### src/rtl/johnson_pkg.sv
`default_nettype none
// ============================================================================
// Package     : johnson_pkg
// Description : Shared types and helpers for decoding an N-bit Johnson
//               counter (shift left, inverted MSB into the LSB, 2N phases).
//               The helpers take the active width n at run time and operate
//               on a fixed c_MAX_N-bit container so that every user can share
//               one implementation. Bits at and above n are always zero.
// Revision    : 1.0 - initial release
// ============================================================================
package johnson_pkg;

    typedef enum logic [1:0] {
        SEARCH = 2'd0,
        TRACK  = 2'd1,
        LOCKED = 2'd2
    } state_t;

    localparam int c_MAX_N = 16;

    // Canonical code for phase k: k < n -> low k bits set,
    // k >= n -> high (2n-k) bits set (bit positions k-n .. n-1).
    function automatic logic [c_MAX_N-1:0] johnson_code(input int k, input int n);
        logic [c_MAX_N-1:0] r;
        r = '0;
        for (int i = 0; i < c_MAX_N; i++) begin
            if (i < n) begin
                if (k < n) r[i] = (i < k);
                else       r[i] = (i >= (k - n));
            end
        end
        return r;
    endfunction

    // Successor code: shift left by one, inverted MSB enters at bit 0.
    function automatic logic [c_MAX_N-1:0] johnson_next(input logic [c_MAX_N-1:0] code,
                                                         input int n);
        logic [c_MAX_N-1:0] r;
        logic               msb;
        r   = '0;
        msb = 1'b0;
        for (int i = 0; i < c_MAX_N; i++) begin
            if (i == n - 1) msb = code[i];
        end
        for (int i = 1; i < c_MAX_N; i++) begin
            if (i < n) r[i] = code[i-1];
        end
        r[0] = ~msb;
        return r;
    endfunction

    function automatic logic johnson_legal(input logic [c_MAX_N-1:0] code, input int n);
        logic hit;
        hit = 1'b0;
        for (int k = 0; k < 2 * c_MAX_N; k++) begin
            if ((k < 2 * n) && (code == johnson_code(k, n))) hit = 1'b1;
        end
        return hit;
    endfunction

    // Phase index of a legal code; 0 for an illegal one.
    function automatic int johnson_idx(input logic [c_MAX_N-1:0] code, input int n);
        int r;
        r = 0;
        for (int k = 0; k < 2 * c_MAX_N; k++) begin
            if ((k < 2 * n) && (code == johnson_code(k, n))) r = k;
        end
        return r;
    endfunction

endpackage
`default_nettype wire

### src/rtl/johnson_phase_decoder_if.sv
`default_nettype none
// ============================================================================
// Interface   : johnson_phase_decoder_if
// Description : Bundle between a Johnson counter source and the phase
//               decoder.
//               master : drives count / err_clr, observes decoder results.
//               slave  : the decoder; samples count / err_clr, drives
//                        phase_idx, phase_onehot, phase_valid, locked,
//                        err_pulse, err_sticky, wrap_pulse, rev_cnt.
// Revision    : 1.0 - initial release
// ============================================================================
interface johnson_phase_decoder_if #(
    parameter int N     = 4,
    parameter int REV_W = 8
);
    localparam int c_PH = 2 * N;
    localparam int c_IW = $clog2(c_PH);

    logic [N-1:0]     count;
    logic             err_clr;
    logic [c_IW-1:0]  phase_idx;
    logic [c_PH-1:0]  phase_onehot;
    logic             phase_valid;
    logic             locked;
    logic             err_pulse;
    logic             err_sticky;
    logic             wrap_pulse;
    logic [REV_W-1:0] rev_cnt;

    modport master (
        output count, err_clr,
        input  phase_idx, phase_onehot, phase_valid, locked,
               err_pulse, err_sticky, wrap_pulse, rev_cnt
    );

    modport slave (
        input  count, err_clr,
        output phase_idx, phase_onehot, phase_valid, locked,
               err_pulse, err_sticky, wrap_pulse, rev_cnt
    );
endinterface
`default_nettype wire

### src/rtl/johnson_code_check.sv
`default_nettype none
// ============================================================================
// Module      : johnson_code_check
// Description : Combinational classifier for one Johnson code sample.
//   i_cur      : current code
//   i_prev     : previous code (reference)
//   o_legal    : i_cur is one of the 2N legal codes
//   o_idx      : phase index of i_cur (0 when illegal)
//   o_onehot   : one-hot of o_idx, all zero when illegal
//   o_is_step  : i_cur is the Johnson successor of a legal i_prev
// Revision    : 1.0 - initial release
// ============================================================================
module johnson_code_check
    import johnson_pkg::*;
#(
    parameter int N = 4
) (
    input  wire logic [N-1:0]               i_cur,
    input  wire logic [N-1:0]               i_prev,
    output logic                            o_legal,
    output logic [$clog2(2*N)-1:0]          o_idx,
    output logic [2*N-1:0]                  o_onehot,
    output logic                            o_is_step
);
    localparam int c_PH = 2 * N;
    localparam int c_IW = $clog2(c_PH);

    logic [c_MAX_N-1:0] w_cur_ext;
    logic [c_MAX_N-1:0] w_prev_ext;

    assign w_cur_ext  = c_MAX_N'(i_cur);
    assign w_prev_ext = c_MAX_N'(i_prev);

    assign o_legal   = johnson_legal(w_cur_ext, N);
    assign o_idx     = c_IW'(johnson_idx(w_cur_ext, N));
    assign o_onehot  = o_legal ? (c_PH'(1) << o_idx) : '0;
    // The successor of an illegal code is never treated as a step.
    assign o_is_step = johnson_legal(w_prev_ext, N) &&
                       (johnson_next(w_prev_ext, N) == w_cur_ext);
endmodule
`default_nettype wire

### src/rtl/johnson_phase_decoder.sv
`default_nettype none
// ============================================================================
// Module      : johnson_phase_decoder
// Description : Validates and decodes a Johnson counter bus. Produces a
//               registered phase index / one-hot strobe, tracks sequencing
//               with a SEARCH/TRACK/LOCKED machine, flags errors and counts
//               full revolutions while locked. All outputs have latency 1.
//   clk    : rising-edge clock
//   reset  : synchronous active-high reset
//   bus    : johnson_phase_decoder_if slave (count, err_clr in; results out)
// Revision    : 1.0 - initial release
// ============================================================================
module johnson_phase_decoder
    import johnson_pkg::*;
#(
    parameter int N          = 4,
    parameter int LOCK_STEPS = 4,
    parameter int REV_W      = 8,
    parameter bit ALLOW_HOLD = 1'b1
) (
    input  wire logic              clk,
    input  wire logic              reset,
    johnson_phase_decoder_if.slave bus
);
    localparam int c_PH = 2 * N;
    localparam int c_IW = $clog2(c_PH);
    localparam int c_GW = $clog2(LOCK_STEPS + 1);

    state_t           r_state;
    state_t           w_state_n;
    logic [c_GW-1:0]  r_good;
    logic [c_GW-1:0]  w_good_n;
    logic [c_GW-1:0]  w_good_inc;
    logic [N-1:0]     r_prev;

    logic [c_IW-1:0]  r_phase_idx;
    logic [c_PH-1:0]  r_phase_onehot;
    logic             r_phase_valid;
    logic             r_locked;
    logic             r_err_pulse;
    logic             r_err_sticky;
    logic             r_wrap_pulse;
    logic [REV_W-1:0] r_rev_cnt;

    logic             w_legal;
    logic [c_IW-1:0]  w_idx;
    logic [c_PH-1:0]  w_onehot;
    logic             w_is_step;
    logic             w_hold_ok;
    logic             w_err;
    logic             w_wrap;

    johnson_code_check #(.N(N)) u_check (
        .i_cur     (bus.count),
        .i_prev    (r_prev),
        .o_legal   (w_legal),
        .o_idx     (w_idx),
        .o_onehot  (w_onehot),
        .o_is_step (w_is_step)
    );

    assign w_hold_ok  = ALLOW_HOLD && (bus.count == r_prev);
    assign w_good_inc = r_good + c_GW'(1);

    always_ff @(posedge clk) begin
        if (reset) begin
            r_state <= SEARCH;
            r_good  <= '0;
        end else begin
            r_state <= w_state_n;
            r_good  <= w_good_n;
        end
    end

    always_comb begin
        w_state_n = r_state;
        w_good_n  = r_good;
        w_err     = 1'b0;
        w_wrap    = 1'b0;
        case (r_state)
            SEARCH: begin
                // No reference yet: only legality matters.
                if (w_legal) begin
                    w_state_n = TRACK;
                    w_good_n  = '0;
                end else begin
                    w_err = 1'b1;
                end
            end
            TRACK: begin
                if (!w_legal) begin
                    w_err     = 1'b1;
                    w_state_n = SEARCH;
                end else if (w_is_step) begin
                    w_good_n = w_good_inc;
                    if (w_good_inc == c_GW'(LOCK_STEPS)) w_state_n = LOCKED;
                end else if (!w_hold_ok) begin
                    // Bad move or forbidden hold: current code becomes the new reference.
                    w_err    = 1'b1;
                    w_good_n = '0;
                end
            end
            LOCKED: begin
                if (!w_legal) begin
                    w_err     = 1'b1;
                    w_state_n = SEARCH;
                end else if (w_is_step) begin
                    // A step landing on phase 0 must have come from phase 2N-1.
                    w_wrap = (w_idx == '0);
                end else if (!w_hold_ok) begin
                    w_err     = 1'b1;
                    w_state_n = TRACK;
                    w_good_n  = '0;
                end
            end
            default: begin
                w_state_n = SEARCH;
                w_good_n  = '0;
            end
        endcase
    end

    always_ff @(posedge clk) begin
        if (reset) begin
            r_prev         <= '0;
            r_phase_idx    <= '0;
            r_phase_onehot <= '0;
            r_phase_valid  <= 1'b0;
            r_locked       <= 1'b0;
            r_err_pulse    <= 1'b0;
            r_err_sticky   <= 1'b0;
            r_wrap_pulse   <= 1'b0;
            r_rev_cnt      <= '0;
        end else begin
            r_prev         <= bus.count;
            if (w_legal) r_phase_idx <= w_idx;
            r_phase_onehot <= w_onehot;
            r_phase_valid  <= w_legal;
            r_locked       <= (w_state_n == LOCKED);
            r_err_pulse    <= w_err;
            r_wrap_pulse   <= w_wrap;
            if (w_wrap) r_rev_cnt <= r_rev_cnt + REV_W'(1);
            // A new error wins over a clear in the same cycle.
            if (w_err)            r_err_sticky <= 1'b1;
            else if (bus.err_clr) r_err_sticky <= 1'b0;
        end
    end

    assign bus.phase_idx    = r_phase_idx;
    assign bus.phase_onehot = r_phase_onehot;
    assign bus.phase_valid  = r_phase_valid;
    assign bus.locked       = r_locked;
    assign bus.err_pulse    = r_err_pulse;
    assign bus.err_sticky   = r_err_sticky;
    assign bus.wrap_pulse   = r_wrap_pulse;
    assign bus.rev_cnt      = r_rev_cnt;
endmodule
`default_nettype wire

### src/flat_wrapper.sv
// flat-port wrapper written by rule: the top's interface ports become plain ports
module johnson_phase_decoder_flat import johnson_pkg::*;
#(
    parameter int N          = 4,
    parameter int LOCK_STEPS = 4,
    parameter int REV_W      = 8,
    parameter bit ALLOW_HOLD = 1'b1
)
  (clk, reset, bus_count, bus_err_clr, bus_phase_idx, bus_phase_onehot, bus_phase_valid, bus_locked, bus_err_pulse, bus_err_sticky, bus_wrap_pulse, bus_rev_cnt);
  johnson_phase_decoder_if #(.N(N), .REV_W(REV_W)) bus_i ();
  input  wire logic clk;
  input  wire logic reset;
  input wire logic [$bits(bus_i.count)-1:0] bus_count;
  input wire logic [$bits(bus_i.err_clr)-1:0] bus_err_clr;
  output wire logic [$bits(bus_i.phase_idx)-1:0] bus_phase_idx;
  output wire logic [$bits(bus_i.phase_onehot)-1:0] bus_phase_onehot;
  output wire logic [$bits(bus_i.phase_valid)-1:0] bus_phase_valid;
  output wire logic [$bits(bus_i.locked)-1:0] bus_locked;
  output wire logic [$bits(bus_i.err_pulse)-1:0] bus_err_pulse;
  output wire logic [$bits(bus_i.err_sticky)-1:0] bus_err_sticky;
  output wire logic [$bits(bus_i.wrap_pulse)-1:0] bus_wrap_pulse;
  output wire logic [$bits(bus_i.rev_cnt)-1:0] bus_rev_cnt;
  assign bus_i.count = bus_count;
  assign bus_i.err_clr = bus_err_clr;
  assign bus_phase_idx = bus_i.phase_idx;
  assign bus_phase_onehot = bus_i.phase_onehot;
  assign bus_phase_valid = bus_i.phase_valid;
  assign bus_locked = bus_i.locked;
  assign bus_err_pulse = bus_i.err_pulse;
  assign bus_err_sticky = bus_i.err_sticky;
  assign bus_wrap_pulse = bus_i.wrap_pulse;
  assign bus_rev_cnt = bus_i.rev_cnt;
  johnson_phase_decoder #(.N(N), .LOCK_STEPS(LOCK_STEPS), .REV_W(REV_W), .ALLOW_HOLD(ALLOW_HOLD)) u_core (.clk(clk), .reset(reset), .bus(bus_i));
endmodule
### config.mk
export PLATFORM = sky130hd
export DESIGN_NAME = johnson_phase_decoder_flat
export DESIGN_NICKNAME = d
export VERILOG_FILES = /design/src/rtl/johnson_pkg.sv /design/src/rtl/johnson_phase_decoder_if.sv /design/src/rtl/johnson_code_check.sv /design/src/rtl/johnson_phase_decoder.sv /design/src/flat_wrapper.sv
export SDC_FILE = /design/constraint.sdc
export NUM_CORES = 1
export LEC_CHECK = 0
export BUFFER_PORTS_ARGS = -buffer_cell sky130_fd_sc_hd__clkbuf_2
export CORE_MARGIN = 1.5
export CORE_UTILIZATION = 58
export DETAILED_ROUTE_END_ITERATION = 10
export PLACE_DENSITY = 0.8
export SYNTH_ARGS = -nofsm -noshare
export SYNTH_HDL_FRONTEND = slang
export SYNTH_SLANG_ARGS = --single-unit
export TNS_END_PERCENT = 10
### constraint.sdc
create_clock -name clk -period 6.1 [get_ports clk]
set_clock_uncertainty 0.05 [all_clocks]
set_input_delay 1.525 -clock clk [delete_from_list [all_inputs] [get_ports clk]]
set_output_delay 1.525 -clock clk [all_outputs]
set_load 0.01 [all_outputs]
==> results.py <==
metrics = {
    "global_route": {
        "grt-ovfl-total": 0,
        "grt_pass1_vias": 1317,
        "grt_pass1_wl_um": 6120,
        "gr-usage-all-layers_pct": 24.31,
        "grt_max_degree": 29,
        "antenna_found_initial": 0,
    },
    "cells_and_area": {
        "final_common_cell": "dfxtp_1",
        "fin_util_pct": 68.10,
        "fin_nets": 229,
        "drive_gt1_share_pct": 21.86,
        "final_cell_mix": "33 x dfxtp_1, 30 x clkbuf_2, 23 x nor2_1",
        "area_growth_pct": 11.63,
        "finalNonFillerCells": 246,
        "design_area_um2": 1862,
        "nFillCells": 254,
        "diodes": 0,
    },
    "placed_design": {
        "placed_area_um2": 1807,
        "place_inst": 239,
        "io_buffers": 30,
        "gp_congestion": 0.9019,
        "hpwl_um": 2600,
    },
    "worst_hold_path": {
        "hp-start": "u_core.bus.err_sticky",
        "holdPathStages": 2,
        "min-delay-path-class": "reg -> reg",
        "min_to": "u_core.bus.err_sticky",
    },
    "setup_path": {
        "reg2reg_from": "u_core.r_prev[0]",
        "reg2reg_slack_ns": 4.01,
        "required_ns": 6.27,
        "r2r-end": "u_core.bus.rev_cnt[5]",
        "ff2ff_path_depth": 5,
        "crit_fanout": 20,
        "cp-start-kind": "primary input",
        "endpoint_kind": "flop",
        "path_class": "in -> reg",
        "worstPathArrival_ns": 3.28,
    },
    "logic_synthesis": {
        "ys_seq_elements": 33,
        "synthDistinctLibCells": 49,
        "async_flop_share_pct": 0,
        "synthCells": 189,
        "ys_seq_area_share_pct": 39.61,
        "synth_fp_nets": 203,
        "yosysWarnings": 0,
        "synth_enable_flop_cells": 0,
        "netlist_area_um2": 1668,
        "avgSynthCellArea_um2": 8.825,
        "yosys_most_used_dff": "dfxtp_1",
    },
    "pwr": {
        "p_leak_nw": 0.7753,
        "p_switching_uw": 105.1,
        "p_per_area_nw_per_um2": 217.4,
        "ir_drop_uv": 162.6,
        "pwr-share-seq_pct": 56.4,
        "pwr-share-comb_pct": 14.2,
        "switching_share_pct": 25.96,
        "pwr-share-clk_pct": 29.4,
        "intPower_uw": 299.6,
    },
    "cts": {
        "cts_hold_buf": 0,
        "cts_htree_levels": 2,
        "cts_buffers": 5,
        "cts_root_buf": "clkbuf_4",
        "insertion_delay_ns": 0.32,
        "clockBufferDepth": 2,
        "cts_tree": "done",
        "cts_resized": 0,
        "cts.clk_slew.worst_paths_ns": 0.09,
        "clock-sinks": 33,
        "cts_setup_buffers": 0,
    },
    "floorplan": {
        "core_region_area_um2": 2734,
        "chipHeight_um": 56.63,
        "rows": 19,
        "die_w_um": 56.63,
        "io_pins": 31,
        "die_area_um2": 3206,
        "start_util_pct": 61.01,
    },
    "sta": {
        "rsz0062_at_grt": "false",
        "worst_hold_slack_ns": 0.4382,
        "fmax_ghz": 0.3218,
        "tns_ns": 0,
        "min_period_ns": 3.108,
        "final-hold-violation-count": 0,
        "tightest_slew_ns": 0.5572,
        "post-route-period-util_pct": 50.95,
        "max-slew-margin-rel_pct": 62.85,
        "finalMaxSlewViolations": 0,
        "setup_viol": 0,
    },
    "routing": {
        "ant_nets": 0,
        "drtIter0Drc": 54,
        "avgViaCountPerCell": 6.053,
        "vias": 1489,
        "dr.pass1.iters": 4,
        "wl_per_cell_um": 14.43,
        "drc": 0,
        "wl_um": 3550,
    },
    "outcome": {
        "status": "completed",
    },
    "run": {
        "maxCapViolCount": 0,
    },
}
-- layout make-up --
class | instances | area [µm²] | share of cell area [%]
Clock buffer | 7 | 55.05 | 2.957
Inverter | 6 | 22.52 | 1.210
Multi-Input combinational cell | 139 | 934.6 | 50.20
Sequential cell | 33 | 660.6 | 35.48
Tap cell | 31 | 38.79 | 2.083
Timing Repair Buffer | 30 | 150.1 | 8.064
-- worst max-delay path, stage by stage --
cell      delay (ns)
clkbuf_2        0.30
nor2b_1         0.12
a211oi_2        0.45
nor2_1          0.20
a221o_1         0.39
o221a_2         0.30
-- per-layer routing --
metal / GRT usage, % / share of wire, % / vias up
li1: - / - / 738
met1: 30.54 / 44 / 684
met2: 40.37 / 49 / 62
met3: 6.912 / 6.3 / 5
met4: 7.143 / 1.1 / 0
met5: 0 / 0 / -
-- state kept, by name, indices dropped and copies added (netlist names) --
register / cells
u_core.bus.phase_onehot: 8
u_core.bus.rev_cnt: 8
u_core.r_prev: 4
u_core.bus.phase_idx: 3
u_core.r_good: 3
u_core.r_state: 2
u_core.bus.err_pulse: 1
u_core.bus.err_sticky: 1
u_core.bus.locked: 1
u_core.bus.phase_valid: 1
u_core.bus.wrap_pulse: 1
-- synth_stat cells, drive strengths merged (2+ instances only) --
cell | number | area (µm²)
o2bb2ai | 2 | 17.52
and3 | 3 | 18.77
nor2b | 6 | 37.54
o21ai | 14 | 73.82
o22ai | 2 | 26.28
o221a | 2 | 22.52
nor3 | 5 | 25.02
dfxtp | 33 | 660.6
buf | 5 | 27.53
ha | 7 | 87.58
nand2b | 2 | 12.51
nand3 | 5 | 25.02
mux2i | 2 | 20.02
a211oi | 8 | 70.06
o21a | 2 | 15.01
or4 | 2 | 18.77
nor4 | 2 | 12.51
clkbuf | 6 | 22.52
xnor2 | 5 | 43.79
a21oi | 11 | 58.81
and2 | 2 | 12.51
or3 | 5 | 31.28
or2 | 2 | 12.51
nand2 | 6 | 22.52
nand4 | 3 | 18.77
nor2 | 23 | 86.33
inv | 6 | 22.52
xor2 | 3 | 26.28
-- power groups by stage --
stage	combinational, mW	clock [mW]	sequential, mW
3_5_place_dp	0.0569	0	0.233
4_1_cts	0.0571	0.123	0.228
2_1_floorplan	0.0406	0	0.235
6_report	0.0576	0.119	0.228
5_1_grt	0.0637	0.133	0.229
3_3_place_gp	0.0547	0	0.233
-- logic make-up after synthesis --
logic type,share of synthesized area (%)
AND/OR/NAND/NOR,22.13
flip-flops,39.61
adder cells (fa/ha/maj),5.251
XOR/XNOR,4.201
buffers and inverters,4.351
AO/OA/AOI/OAI,22.58
multiplexers,1.875
-- how the worst max path moves through the flow --
| stage | start | slack, ns | to | depth (start not counted) |
|---|---|---|---|---|
| after global routing | bus_count[1] | 2.90 | u_core.bus.rev_cnt[5] | 6 |
| after floorplan | bus_count[3] | 2.94 | u_core.bus.rev_cnt[7] | 7 |
| after detailed placement | bus_count[1] | 2.69 | u_core.r_good[0] | 6 |
| final | bus_count[1] | 2.99 | u_core.r_good[0] | 6 |
| after CTS | bus_count[1] | 3.05 | u_core.r_good[0] | 6 |
| after global placement | bus_count[1] | 2.73 | u_core.r_good[0] | 6 |
-- stage by stage --
step / setup slack [ns] / total power, mW
finish: 2.992 / 0.4047
global route: 2.898 / 0.4258
CTS: 3.046 / 0.4079
detailed placement: 2.691 / 0.2900
global placement: 2.726 / 0.2873
floorplan: 2.939 / 0.2753
(Power assumes the default switching activity.)
